**src/rtl/hatch_sequencer.sv**
```systemverilog
// ---------------------------------------------------------------------------
// hatch_sequencer
//
// Timing and state controller for the egg-hatching dot-matrix display path.
// While the incubator temperature is good it steps the display stage index
// `num` from 0 up to LAST_STAGE, spending STAGE_TICKS clock cycles on each
// stage. A cold incubator freezes progress without losing elapsed stage
// time. If the cold spell lasts too long the sequencer gives up, and the
// display enable blinks so the failure is visible on the panel.
//
// Ports:
//   clk    in   1  1 kHz display clock, all logic on the rising edge
//   rst    in   1  synchronous active-low reset
//   start  in   1  one-cycle start / restart request (IDLE, DONE, FAIL)
//   abort  in   1  one-cycle abort request, returns to IDLE from any state
//   temp   in   1  1 = temperature in range, 0 = cold
//   num    out  4  stage index for the display block (0..LAST_STAGE)
//   st     out  1  display enable for the display block
//   busy   out  1  high while running or holding
//   done   out  1  high once the final stage has been reached
//   fail   out  1  high after a sustained cold period
// ---------------------------------------------------------------------------
module hatch_sequencer #(
    parameter int STAGE_TICKS = 1000,  // cycles per stage while warm, 1..65535
    parameter int LAST_STAGE  = 11,    // final stage index, 1..15
    parameter int COLD_LIMIT  = 5000,  // cold cycles in HOLD before failing, 1..65535
    parameter int BLINK_TICKS = 250    // half-period of the failure blink, 1..65535
) (
    input  logic       clk,
    input  logic       rst,
    input  logic       start,
    input  logic       abort,
    input  logic       temp,
    output logic [3:0] num,
    output logic       st,
    output logic       busy,
    output logic       done,
    output logic       fail
);

    typedef enum logic [2:0] {
        S_IDLE = 3'd0,
        S_RUN  = 3'd1,
        S_HOLD = 3'd2,
        S_DONE = 3'd3,
        S_FAIL = 3'd4
    } state_t;

    // Terminal counts, sized to the 16-bit counters they are compared with.
    localparam logic [15:0] TICK_LAST  = 16'(STAGE_TICKS - 1);
    localparam logic [15:0] COLD_LAST  = 16'(COLD_LIMIT - 1);
    localparam logic [15:0] BLINK_LAST = 16'(BLINK_TICKS - 1);
    // The stage just before the final one: advancing out of it finishes.
    localparam logic [3:0]  STAGE_PRE  = 4'(LAST_STAGE - 1);

    state_t      state;
    state_t      state_next;
    logic [15:0] tick_cnt;
    logic [15:0] tick_next;
    logic [15:0] cold_cnt;
    logic [15:0] cold_next;
    logic [15:0] blink_cnt;
    logic [15:0] blink_next;
    logic [3:0]  num_next;
    logic        st_next;

    // -----------------------------------------------------------------------
    // State and output registers. Every register, data included, is cleared
    // by reset so the display path starts from a known blank picture.
    // -----------------------------------------------------------------------
    always_ff @(posedge clk) begin
        if (!rst) begin
            state     <= S_IDLE;
            tick_cnt  <= 16'd0;
            cold_cnt  <= 16'd0;
            blink_cnt <= 16'd0;
            num       <= 4'd0;
            st        <= 1'b0;
        end else begin
            state     <= state_next;
            tick_cnt  <= tick_next;
            cold_cnt  <= cold_next;
            blink_cnt <= blink_next;
            num       <= num_next;
            st        <= st_next;
        end
    end

    // -----------------------------------------------------------------------
    // Next-state and next-output logic. Everything holds by default; abort
    // takes priority over any state-specific decision.
    // -----------------------------------------------------------------------
    always_comb begin
        state_next = state;
        tick_next  = tick_cnt;
        cold_next  = cold_cnt;
        blink_next = blink_cnt;
        num_next   = num;
        st_next    = st;

        if (abort) begin
            state_next = S_IDLE;
            tick_next  = 16'd0;
            cold_next  = 16'd0;
            blink_next = 16'd0;
            num_next   = 4'd0;
            st_next    = 1'b0;
        end else begin
            case (state)
                S_IDLE: begin
                    // temp is irrelevant until a run has been requested.
                    if (start) begin
                        state_next = S_RUN;
                        tick_next  = 16'd0;
                        num_next   = 4'd0;
                        st_next    = 1'b1;
                    end
                end

                S_RUN: begin
                    st_next = 1'b1;
                    if (!temp) begin
                        // Cold takes precedence over a stage boundary: the
                        // tick and stage are frozen exactly where they are.
                        state_next = S_HOLD;
                        cold_next  = 16'd0;
                    end else if (tick_cnt == TICK_LAST) begin
                        tick_next = 16'd0;
                        num_next  = num + 4'd1;
                        if (num == STAGE_PRE) begin
                            state_next = S_DONE;
                        end
                    end else begin
                        tick_next = tick_cnt + 16'd1;
                    end
                end

                S_HOLD: begin
                    st_next = 1'b1;
                    if (temp) begin
                        // tick_cnt was never touched in HOLD, so the stage
                        // picks up where it left off.
                        state_next = S_RUN;
                    end else if (cold_cnt == COLD_LAST) begin
                        state_next = S_FAIL;
                        blink_next = 16'd0;
                        st_next    = 1'b0;
                    end else begin
                        cold_next = cold_cnt + 16'd1;
                    end
                end

                S_DONE: begin
                    st_next = 1'b1;
                    if (start) begin
                        state_next = S_RUN;
                        tick_next  = 16'd0;
                        num_next   = 4'd0;
                    end
                end

                S_FAIL: begin
                    if (start) begin
                        state_next = S_RUN;
                        tick_next  = 16'd0;
                        num_next   = 4'd0;
                        st_next    = 1'b1;
                    end else if (blink_cnt == BLINK_LAST) begin
                        // num stays frozen at the stage that failed.
                        blink_next = 16'd0;
                        st_next    = ~st;
                    end else begin
                        blink_next = blink_cnt + 16'd1;
                    end
                end

                default: begin
                    state_next = S_IDLE;
                    tick_next  = 16'd0;
                    cold_next  = 16'd0;
                    blink_next = 16'd0;
                    num_next   = 4'd0;
                    st_next    = 1'b0;
                end
            endcase
        end
    end

    // Status flags are pure decodes of the state register, so they change
    // on the same edge as num and st.
    assign busy = (state == S_RUN) || (state == S_HOLD);
    assign done = (state == S_DONE);
    assign fail = (state == S_FAIL);

endmodule

```
**config.mk**
```make
export PLATFORM = sky130hd
export DESIGN_NAME = hatch_sequencer
export DESIGN_NICKNAME = d
export VERILOG_FILES = /design/src/rtl/hatch_sequencer.sv
export SDC_FILE = /design/constraint.sdc
export NUM_CORES = 1
export LEC_CHECK = 0
export CAP_MARGIN = 0
export CORE_ASPECT_RATIO = 1.4
export CORE_MARGIN = 2
export CORE_UTILIZATION = 25
export CTS_CLUSTER_DIAMETER = 30
export DETAILED_ROUTE_END_ITERATION = 12
export DONT_BUFFER_PORTS = 1
export REMOVE_ABC_BUFFERS = 1
export SLEW_MARGIN = 20
export SYNTH_ARGS = -nofsm -noshare
export SYNTH_HDL_FRONTEND = slang
export SYNTH_SLANG_ARGS = --single-unit
```
**constraint.sdc**
```tcl
create_clock -name clk -period 3 [get_ports clk]
set_clock_uncertainty 0.2 [all_clocks]
set_input_delay 0.45 -clock clk [delete_from_list [all_inputs] [get_ports clk]]
set_output_delay 0.45 -clock clk [all_outputs]
set_load 0.02 [all_outputs]
```
==> results of run 1 <==
[per-layer routing]
| metal | wire, um | track usage, % | part of all wire (%) |
|---|---|---|---|
| met5 | 0 | 0 | 0 |
| met4 | 101 | 3.55 | 1.5 |
| met3 | 369 | 3.26 | 5.3 |
| met2 | 3450 | 19.4 | 50 |
| met1 | 2970 | 12.6 | 43 |
[critical path: stages (launching register included)]
cell and delay (ns):
dfxtp_1 0.42, ha_1 0.17, or3b_2 0.48, nor4_4 0.43
nor3_1 0.19, and3_1 0.21, a211o_1 0.26
[through the flow]
step / power [W] / hold slack (ns) / instance area (sq um) / worst slack, ns
2_1_floorplan: 0.000818 / 0.249 / 2990 / 0.422
3_3_place_gp: 0.000839 / 0.259 / 3230 / 0.583
3_5_place_dp: 0.000840 / 0.268 / 3230 / 0.526
4_1_cts: 0.00145 / 0.114 / 3380 / 0.507
5_1_grt: 0.00148 / 0.169 / 3380 / 0.255
6_report: 0.00142 / 0.125 / 3380 / 0.527
[layout make-up]
type / count / area share (%)
clock buffer: 6 / 4.11
inverter: 14 / 1.56
clock inverter: 1 / 0.259
multi-input combinational: 281 / 53.9
tap: 147 / 5.45
timing repair buffer: 7 / 1.56
sequential: 56 / 33.2
[registers in the layout, indices dropped and copies added (netlist names)]
| name | flops |
|---|---|
| blink_cnt | 16 |
| state | 3 |
| num | 4 |
| tick_cnt | 16 |
| st | 1 |
| cold_cnt | 16 |
[final timing paths]
| path | startpoint | end | slack, ns | depth (start not counted) |
|---|---|---|---|---|
| max | blink_cnt[0] | blink_cnt[10] | 0.53 | 6 |
| min reg2reg | tick_cnt[1] | tick_cnt[1] | 0.27 | 2 |
| max reg2reg | blink_cnt[0] | blink_cnt[10] | 0.53 | 6 |
| min | start | state[0] | 0.12 | 2 |
[power breakdown]
part / switching, W / total [W] / internal (W)
logic: 0.0000491 / 0.0000708 / 0.0000217
clock network: 0.000271 / 0.000601 / 0.000330
registers: 0.00000570 / 0.000751 / 0.000745
total: 0.000326 / 0.00142 / 0.00110
[layout by cell type, fill, tap and decap left out, types with 4 or more instances in the layout]
cell       synthesis  layout
clkbuf_16          0       5
nor3_1            18      18
and3_1             7       7
nand4_1           16      16
xor2_1             6       6
nand2_1           26      26
nor2_1            45      45
a2111oi_2          5       5
xnor2_1           19      19
o21ai_0            8       8
inv_1             14      14
a211o_1            8       8
or4_1              4       4
a21o_1             5       5
a31oi_1            4       4
nor4_1            10      10
ha_1               6       6
a21oi_1           13      13
dfxtp_1           56      56
nand3_1           14      14
buf_4              0       7
o21ai_1            7       7
and4_1             6       6
a211oi_1           6       6
nor2b_1            4       4
[logic make-up (layout without fill, tap and decap cells)]
family | Yosys count | after routing
adder cells (fa/ha/maj) | 7 | 7
multiplexers | 2 | 2
AND/OR/NAND/NOR | 170 | 170
AO/OA/AOI/OAI | 77 | 77
flip-flops | 56 | 56
buffers and inverters | 28 | 28
XOR/XNOR | 25 | 25
==> metrics.md, run 1 <==
| Metric | Value |
|---|---|
| Outcome | finished clean |
| Max Slew Vio Count | 0 |
| Post-route insts no fill | slightly above 500 |
| Starting Density | roughly 26% |
| Port Buf Inserts | 0 |
| Chip height | approximately 130 um |
| 1st-iter DRT viols | approximately 110 |
| Max VDD drop | about 200 uV |
| Post-CTS Hold Buffers | 0 |
| RSZ-0062 raised after global routing | false |
| Postcts setup bufs | 0 |
| Tmin final | about 2.5 ns |
| Multi-input logic area | around 1800 sq um |
| Detail Placement HPWL | ~5200 um |
| Max_cap viols | 0 |
| Std-Cell Rows | 47 |
| Pre-Repair DR Iteration Count | 4 |
| Final wirelength | 6900 um |
| Die W | ~98 um |
| Congestion Overflow GR | 0 |
| Synth Area in XOR/XNOR | roughly 7.2% |
| Post-synth top area share | 36.6% |
| Clk buf depth | 2 |
| Arr. time, crit path | approximately 2.5 ns |
| Total core area | 11900 sq um |
| Drt wl/cell | around 13 um |
| Routed via count | 2635 |
| Global-route wire length before repair | around 12000 um |
| DRC violations left | 0 |
| Compound-cell area share of the yosys netlist | 19.1% |
| Layout Utilization | approximately 28% |
| Worst-path fanout max | 6 |
| Leakage power | about 1.1 nW |
| Combinational family with the most area after synthesis | simple AND/OR/NAND/NOR gates |
| Mean Syn Cell Area | between 8 and 9 sq um |
| Worst slew pin tran | between 0.7 and 0.8 ns |
| Antenna violations before repair | 0 |
| Fin. Hold Viols | 0 |
| Nets@finish | between 300 and 400 |
| Post-Synth Simple-Gate Area | approximately 30% |
| Seq/Total Area, Yosys | 36.6% |
| Period utilization | a little over 80% |
| Synth Instances | 365 |
| Yosys cell types | 55 |
| I/O pins | 13 |
| Pwr/cell area | about 420 nW/um^2 |
| Most area-hungry cell type in the Yosys netlist | dfxtp_1 |
| Layout cells sized above 1 | ~7.7% |
| Synth cell count leaders | dfxtp_1, nor2_1, nand2_1 |
| Syn-to-layout area delta | 10.3% |
| Clock-pin transition on the worst setup and hold timing paths | ~0.070 ns |
| Crit. End Element | register |
| Ys async rst share | 0% |
| H-tree levels | 2 |
| Critical Path RT | about 3.0 ns |
| Vias in the first global route | about 2.5k |
| Hold Path Class | primary input to register |
| Critical path class | register to register |
| Synth Area in Adders | 2.78% |
| Largest cells by area after synthesis | dfxtp_1, nor2_1, xnor2_1 |
| Clock latency on the worst-skew pair | ~0.30 ns |
| Vias per inst | a little over 5 |
| GR Util All Layers | between 10 and 15% |
| Slew margin rel. | between 50 and 60% |
| Ys Warns | 0 |
| Placed Cells | between 500 and 600 |
| CP Launch Type | register |
| Mux contribution to synthesized area | less than 1% |
| Antenna diode count | 0 |
| Highest Clock Rate | between 400 and 500 MHz |
| Number of synthesized flops with an enable pin | 0 |
| TritonCTS Sinks | 56 |
| CTS Buf Count | 5 |
| Die Area | between 10000 and 15000 sq um |
| Cell Area, Synth | just over 3000 sq um |
| Fill cell count | between 1k and 1.5k |
| Cts repair resizes | 0 |
| Top_reg_cell synth | dfxtp_1 |
| Most common cell in the netlist | dfxtp_1 |
| RD Place Congestion | just under 0.8 |
| Yosys reg bits | 56 |
| Largest net degree at the start of global routing | 17 |
| Register Area | 1120 sq um |
| CTS tree | yes |
| ANT nets after route | 0 |
| Root Driver | clkbuf_16 |
| Setup TNS | 0 ns |
| Final setup viols | 0 |
Power figures use the tool's default switching activity.
==> inputs of run 2 (changes only) <==
- clock period: 3 -> 2.1 ns (I/O delays scaled with it)
==> metrics.md, run 2 (synthesized netlist as in run 1, its figures left out) <==
| Metric | Value |
|---|---|
| Outcome | finished, violations left (was finished clean) |
| Failing checks | setup timing |
| Vias in the first global route | 3001 (was 2534) |
| Clock-pin transition on the worst setup and hold timing paths | 0.08 ns (was 0.07 ns) |
| Metal-1 WL | 3380 um (was 2970 um) |
| DRC violations left | 0 (unchanged) |
| Die Area | 13200 sq um (unchanged) |
| Most common cell after layout, fill and taps aside | buf_4 (was dfxtp_1) |
| TritonCTS Sinks | 56 (unchanged) |
| Congestion Overflow GR | 0 (unchanged) |
| Pwr/cell area | 498 nW/um^2 (was 422 nW/um^2) |
| Hold Path Class | primary input to register (unchanged) |
| Max Slew Vio Count | 0 (unchanged) |
| Reg2Reg Setup Slack | -0.1 ns (was 0.53 ns) |
| Placed Cells | 562 (was 505) |
| Post-route insts no fill | 578 (was 512) |
| Vias per inst | 5.06 (was 5.15) |
| Port Buf Inserts | 0 (unchanged) |
| CTS tree | yes (unchanged) |
| Nets@finish | 441 (was 376) |
| Final hold slack | 0.131 ns (was 0.125 ns) |
| CP Launch Type | register (unchanged) |
| Overall power | 0.00207 W (was 0.00142 W) |
| Drt wl/cell | 14.0 um (was 13.5 um) |
| PnR worst setup slack | -0.0964 ns (was 0.527 ns) |
| Crit-path max cell delay | 0.39 ns (was 0.48 ns) |
| Crit. End Element | register (unchanged) |
| RSZ-0062 raised after global routing | true (was false) |
| Leakage power | 1.44 nW (was 1.08 nW) |
| 1st-iter DRT viols | 142 (was 107) |
| Period utilization | 105% (was 82.4%) |
| Worst-path fanout max | 4 (was 6) |
| RD Place Congestion | 0.829 (was 0.780) |
| CP top delay family | simple AND/OR/NAND/NOR gates (unchanged) |
| Most frequent cells in the layout | buf_4, dfxtp_1, nor2_1 (was dfxtp_1, nor2_1, nand2_1) |
| Slew margin rel. | 67.4% (was 51.2%) |
| Total core area | 11900 sq um (unchanged) |
| Antenna diode count | 0 (unchanged) |
| Final setup viols | 13 (was 0) |
| Post-place setup slack | -0.230 ns (was 0.526 ns) |
| Pre-Repair DR Iteration Count | 4 (unchanged) |
| Starting Density | 25.8% (unchanged) |
| Largest registers | blink_cnt: 16 flops, cold_cnt: 16 flops, tick_cnt: 16 flops (unchanged) |
| Fill cell count | 1224 (was 1308) |
| Multi-input logic area | 2080 sq um (was 1820 sq um) |
| Syn-to-layout area delta | 36.0% (was 10.3%) |
| Fin. Hold Viols | 0 (unchanged) |
| Highest Clock Rate | 455 MHz (was 404 MHz) |
| WL met2 | 4180 um (was 3450 um) |
| Register Area | 1130 sq um (was 1120 sq um) |
| Layout cells sized above 1 | 32.5% (was 7.67%) |
| Clk buf depth | 2 (unchanged) |
| Chip height | 135 um (unchanged) |
| Critical path class | register to register (unchanged) |
| ANT nets after route | 0 (unchanged) |
| Clock latency on the worst-skew pair | 0.30 ns (about the same) |
| Tmin final | 2.20 ns (was 2.47 ns) |
| Root Driver | clkbuf_16 (unchanged) |
| Std-Cell Rows | 47 (unchanged) |
| Worst slew pin tran | 0.485 ns (was 0.731 ns) |
| Critical path, cell by cell | inv_2 -> ha_4 -> or3b_4 -> nor4_4 -> buf_4 -> buf_6 -> nor3_4 -> o311ai_2 -> o21ai_1 (was ha_1 -> or3b_2 -> nor4_4 -> nor3_1 -> and3_1 -> a211o_1) |
| Largest net degree at the start of global routing | 19 (was 17) |
| Routed via count | 2926 (was 2635) |
| Global-route wire length before repair | 13500 um (was 12000 um) |
| Final wirelength | 8070 um (was 6900 um) |
| GR Util All Layers | 12.3% (was 10.9%) |
| H-tree levels | 2 (unchanged) |
| Die W | 97.5 um (unchanged) |
| Critical Path RT | 2.07 ns (was 2.99 ns) |
| I/O pins | 13 (unchanged) |
| Arr. time, crit path | 2.17 ns (was 2.46 ns) |
| Antenna violations before repair | 0 (unchanged) |
| DR WL met3 | 324 um (was 369 um) |
| WP buf/inv | 3 (was 0) |
| Max VDD drop | 292 uV (was 200 uV) |
| Detail Placement HPWL | 5690 um (was 5150 um) |
| Max_cap viols | 0 (unchanged) |
| Slowest-stage cell, CP | or3b_4 (was or3b_2) |
| Top sig layer | met4 (unchanged) |
| CTS Buf Count | 5 (unchanged) |
## run 2: cell types whose count changed in the layout (fill, tap and decap cells not counted), sizes merged
| cell | change |
|---|---|
| or4 | +1 |
| inv | +1 |
| clkbuf | -1 |
| clkinvlp | +1 |
| dlygate4sd3 | +1 |
| buf | +63 |
## run 2: power breakdown
| part | internal, W | total, W | leakage, nW | switching, W |
|---|---|---|---|---|
| logic | 0.0000532 | 0.000134 | 0.918 | 0.0000809 |
| clock network | 0.000446 | 0.000864 | 0.0702 | 0.000418 |
| registers | 0.00106 | 0.00107 | 0.456 | 0.00000841 |
## run 2: worst paths after layout
path	start	endpoint	cells past startpoint
max	blink_cnt[1]	blink_cnt[8]	9
min	temp	state[0]	3
max reg2reg	blink_cnt[1]	blink_cnt[8]	9
min reg2reg	tick_cnt[1]	tick_cnt[1]	2
## run 2: layout make-up
class,count,area share [%]
repair buffers,71,13.5
clock buffers,5,3.01
multi-input cells,282,50.1
clock inverters,3,0.511
well taps,147,4.42
inverters,14,1.26
flip-flops and latches,56,27.2
## run 2: layer usage
layer	GRT usage, %	vias to the layer above
li1	-	1481
met1	13.3	1375
met2	23.1	53
met3	2.74	17
met4	4.78	0
met5	0	-
## run 2: worst register-to-register path, delay by kind of cell (launching register included)
kind | cells | cell delay [ns]
AND/OR/NAND/NOR | 3 | 0.71
AO/OA/AOI/OAI | 2 | 0.37
buffers and inverters | 3 | 0.34
flip-flops | 1 | 0.32
adder cells (fa/ha/maj) | 1 | 0.11
## run 2: stage by stage
step	instance area, sq um	TNS (ns)	utilization [%]
2_1_floorplan	2990	-5.73	-
3_3_place_gp	3670	-1.85	30.9
3_5_place_dp	3670	-2.45	30.9
4_1_cts	4040	-0.254	34.0
5_1_grt	4160	-1.57	35.0
6_report	4160	-0.739	35.0
## run 2: what timing repair did
item / 4_1_cts / 5_1_grt
setup buffers: 6 / 0
gates cloned: 1 / 0
hold buffers: 1 / 0
pin swaps: 14 / 24
resized for setup: 32 / 34
endpoints found under the setup margin: 26 / 36
hold endpoints to repair: 1 / 0
==> inputs of run 3 (changes only) <==
- TNS_END_PERCENT: default -> 5
==> metrics.md, run 3 (synthesized netlist as in run 1, its figures left out) <==
| Metric | Value |
|---|---|
| Outcome | finished, violations left (unchanged) |
| Failing checks | setup timing (unchanged) |
| Chip height | 135 um (unchanged) |
| Multi-input logic area | 2020 sq um (was 2080 sq um) |
| Layout Utilization | 34.3% (was 35.0%) |
| Worst r2r src | blink_cnt[1] (unchanged) |
| RD Place Congestion | 0.829 (unchanged) |
| Final instance area | 4070 sq um (was 4160 sq um) |
| GR Util All Layers | 12.2% (was 12.3%) |
| Most frequent cells in the layout | buf_4, dfxtp_1, nor2_1 (unchanged) |
| Total core area | 11900 sq um (unchanged) |
| Clk buf depth | 2 (unchanged) |
| Placement-stage cell area | 3670 sq um (unchanged) |
| Highest Clock Rate | 455 MHz (about the same) |
| Register Area | 1130 sq um (about the same) |
| Period utilization | 105% (about the same) |
| Starting Density | 25.8% (unchanged) |
| Worst-path fanout max | 4 (unchanged) |
| Slew margin rel. | 64.7% (was 67.4%) |
| Layout cells sized above 1 | 29.4% (was 32.5%) |
| Global-route wire length before repair | 13400 um (was 13500 um) |
| RR Endpoint | blink_cnt[8] (unchanged) |
| Placed Cells | 562 (unchanged) |
| Die Area | 13200 sq um (unchanged) |
| Detail Placement HPWL | 5690 um (unchanged) |
| Clock latency on the worst-skew pair | 0.30 ns (about the same) |
| DRC violations left | 0 (unchanged) |
| Max VDD drop | 291 uV (was 292 uV) |
| Largest registers | blink_cnt: 16 flops, cold_cnt: 16 flops, tick_cnt: 16 flops (unchanged) |
| Arr. time, crit path | 2.17 ns (about the same) |
| Std-Cell Rows | 47 (unchanged) |
| RSZ-0062 raised after global routing | true (unchanged) |
| Reg2Reg Setup Slack | -0.1 ns (about the same) |
| Largest net degree at the start of global routing | 19 (unchanged) |
| Crit path from | blink_cnt[1] (unchanged) |
| Drt wl/cell | 13.9 um (was 14.0 um) |
| Leakage power | 1.42 nW (was 1.44 nW) |
| Antenna diode count | 0 (unchanged) |
| Vias per inst | 5.11 (was 5.06) |
| Nets@finish | 439 (was 441) |
| Crit. End Element | register (unchanged) |
| Vias in the first global route | 2983 (was 3001) |
| Post-route insts no fill | 576 (was 578) |
| Root Driver | clkbuf_16 (unchanged) |
| Hold Path Class | primary input to register (unchanged) |
| 1st-iter DRT viols | 146 (was 142) |
| H-tree levels | 2 (unchanged) |
| Max_cap viols | 0 (unchanged) |
| Tmin final | 2.20 ns (about the same) |
| Clock-pin transition on the worst setup and hold timing paths | 0.08 ns (about the same) |
| CP endpoint | blink_cnt[8] (unchanged) |
| Critical Path RT | 2.07 ns (about the same) |
| Syn-to-layout area delta | 33.1% (was 36.0%) |
| Antenna violations before repair | 0 (unchanged) |
| Fin. Hold Viols | 0 (unchanged) |
| Port Buf Inserts | 0 (unchanged) |
| R2R cell count | 9 (unchanged) |
| I/O pins | 13 (unchanged) |
| Critical path class | register to register (unchanged) |
| Routed via count | 2941 (was 2926) |
| Most common cell after layout, fill and taps aside | buf_4 (unchanged) |
| CTS tree | yes (unchanged) |
| Fill cell count | 1233 (was 1224) |
| Final wirelength | 8040 um (was 8070 um) |
| ANT nets after route | 0 (unchanged) |
| Final setup viols | 12 (was 13) |
| TritonCTS Sinks | 56 (unchanged) |
| PnR worst setup slack | -0.0983 ns (was -0.0964 ns) |
| CP Launch Type | register (unchanged) |
| Die W | 97.5 um (unchanged) |
| Pwr/cell area | 508 nW/um^2 (was 498 nW/um^2) |
| Worst slew pin tran | 0.525 ns (was 0.485 ns) |
| CTS Buf Count | 5 (unchanged) |
| Congestion Overflow GR | 0 (unchanged) |
| Max Slew Vio Count | 0 (unchanged) |
| Pre-Repair DR Iteration Count | 4 (unchanged) |
==> run 3: cell count changes in the layout (fill, tap and decap cells not counted), moves of 2 or more <==
| cell | previous run | this run |
|---|---|---|
| dfxtp_2 | 9 | 5 |
| o21ai_2 | 0 | 2 |
| buf_6 | 4 | 2 |
| nor2_1 | 39 | 42 |
| nor3_2 | 6 | 4 |
| nor2_2 | 6 | 4 |
| nor3_1 | 10 | 13 |
| dfxtp_1 | 47 | 51 |
==> run 3: stage by stage <==
step                      hold slack (ns)  setup WS [ns]  total power [W]  setup TNS [ns]
after floorplan                     0.249         -0.478          0.00117           -5.73
after global routing                0.150         -0.193          0.00215           -1.92
final                               0.129        -0.0983          0.00207          -0.752
after detailed placement            0.271         -0.230          0.00122           -2.45
after CTS                           0.127        -0.0540          0.00209          -0.396
after global placement              0.256         -0.193          0.00122           -1.85
==> run 3: routing by layer <==
layer | vias up | wire length (um) | GRT usage [%]
met5 | - | 0 | 0
met4 | 0 | 227 | 4.63
met3 | 25 | 326 | 2.74
met2 | 57 | 4120 | 23.0
met1 | 1378 | 3360 | 13.3
li1 | 1481 | - | -
==> run 3: what timing repair did <==
item                                    4_1_cts  5_1_grt
endpoints found under the setup margin       26       40
hold buffers                                  1        0
gates cloned                                  1        0
hold endpoints to repair                      1        0
setup buffers                                 4        0
pin swaps                                     9        8
gates resized for setup                      23       25
==> run 3: layout make-up <==
cell class,instances,area share [%]
multi-input combinational,282,49.7
sequential,56,27.7
timing repair buffer,69,13.3
tap,147,4.51
clock buffer,5,3.07
inverter,14,1.29
clock inverter,3,0.522
==> run 3: worst min path at each step <==
stage	start	endpoint	depth (start not counted)
floorplan	tick_cnt[1]	tick_cnt[1]	2
global placement	tick_cnt[1]	tick_cnt[1]	2
detailed placement	tick_cnt[1]	tick_cnt[1]	2
CTS	temp	state[0]	3
global route	temp	state[2]	3
finish	temp	state[0]	3
==> run 3: critical path, stage by stage (launching register included) <==
cell	delay, ns
dfxtp_2	0.32
inv_2	0.06
ha_4	0.11
or3b_4	0.40
nor4_4	0.29
buf_4	0.18
buf_6	0.10
nor3_4	0.03
o311ai_2	0.27
o21ai_1	0.10
==> run 3: report_power, final <==
part           switching, W  internal, W  leakage (nW)
combinational     0.0000800    0.0000530         0.897
sequential       0.00000798      0.00106         0.454
clock              0.000416     0.000446        0.0702
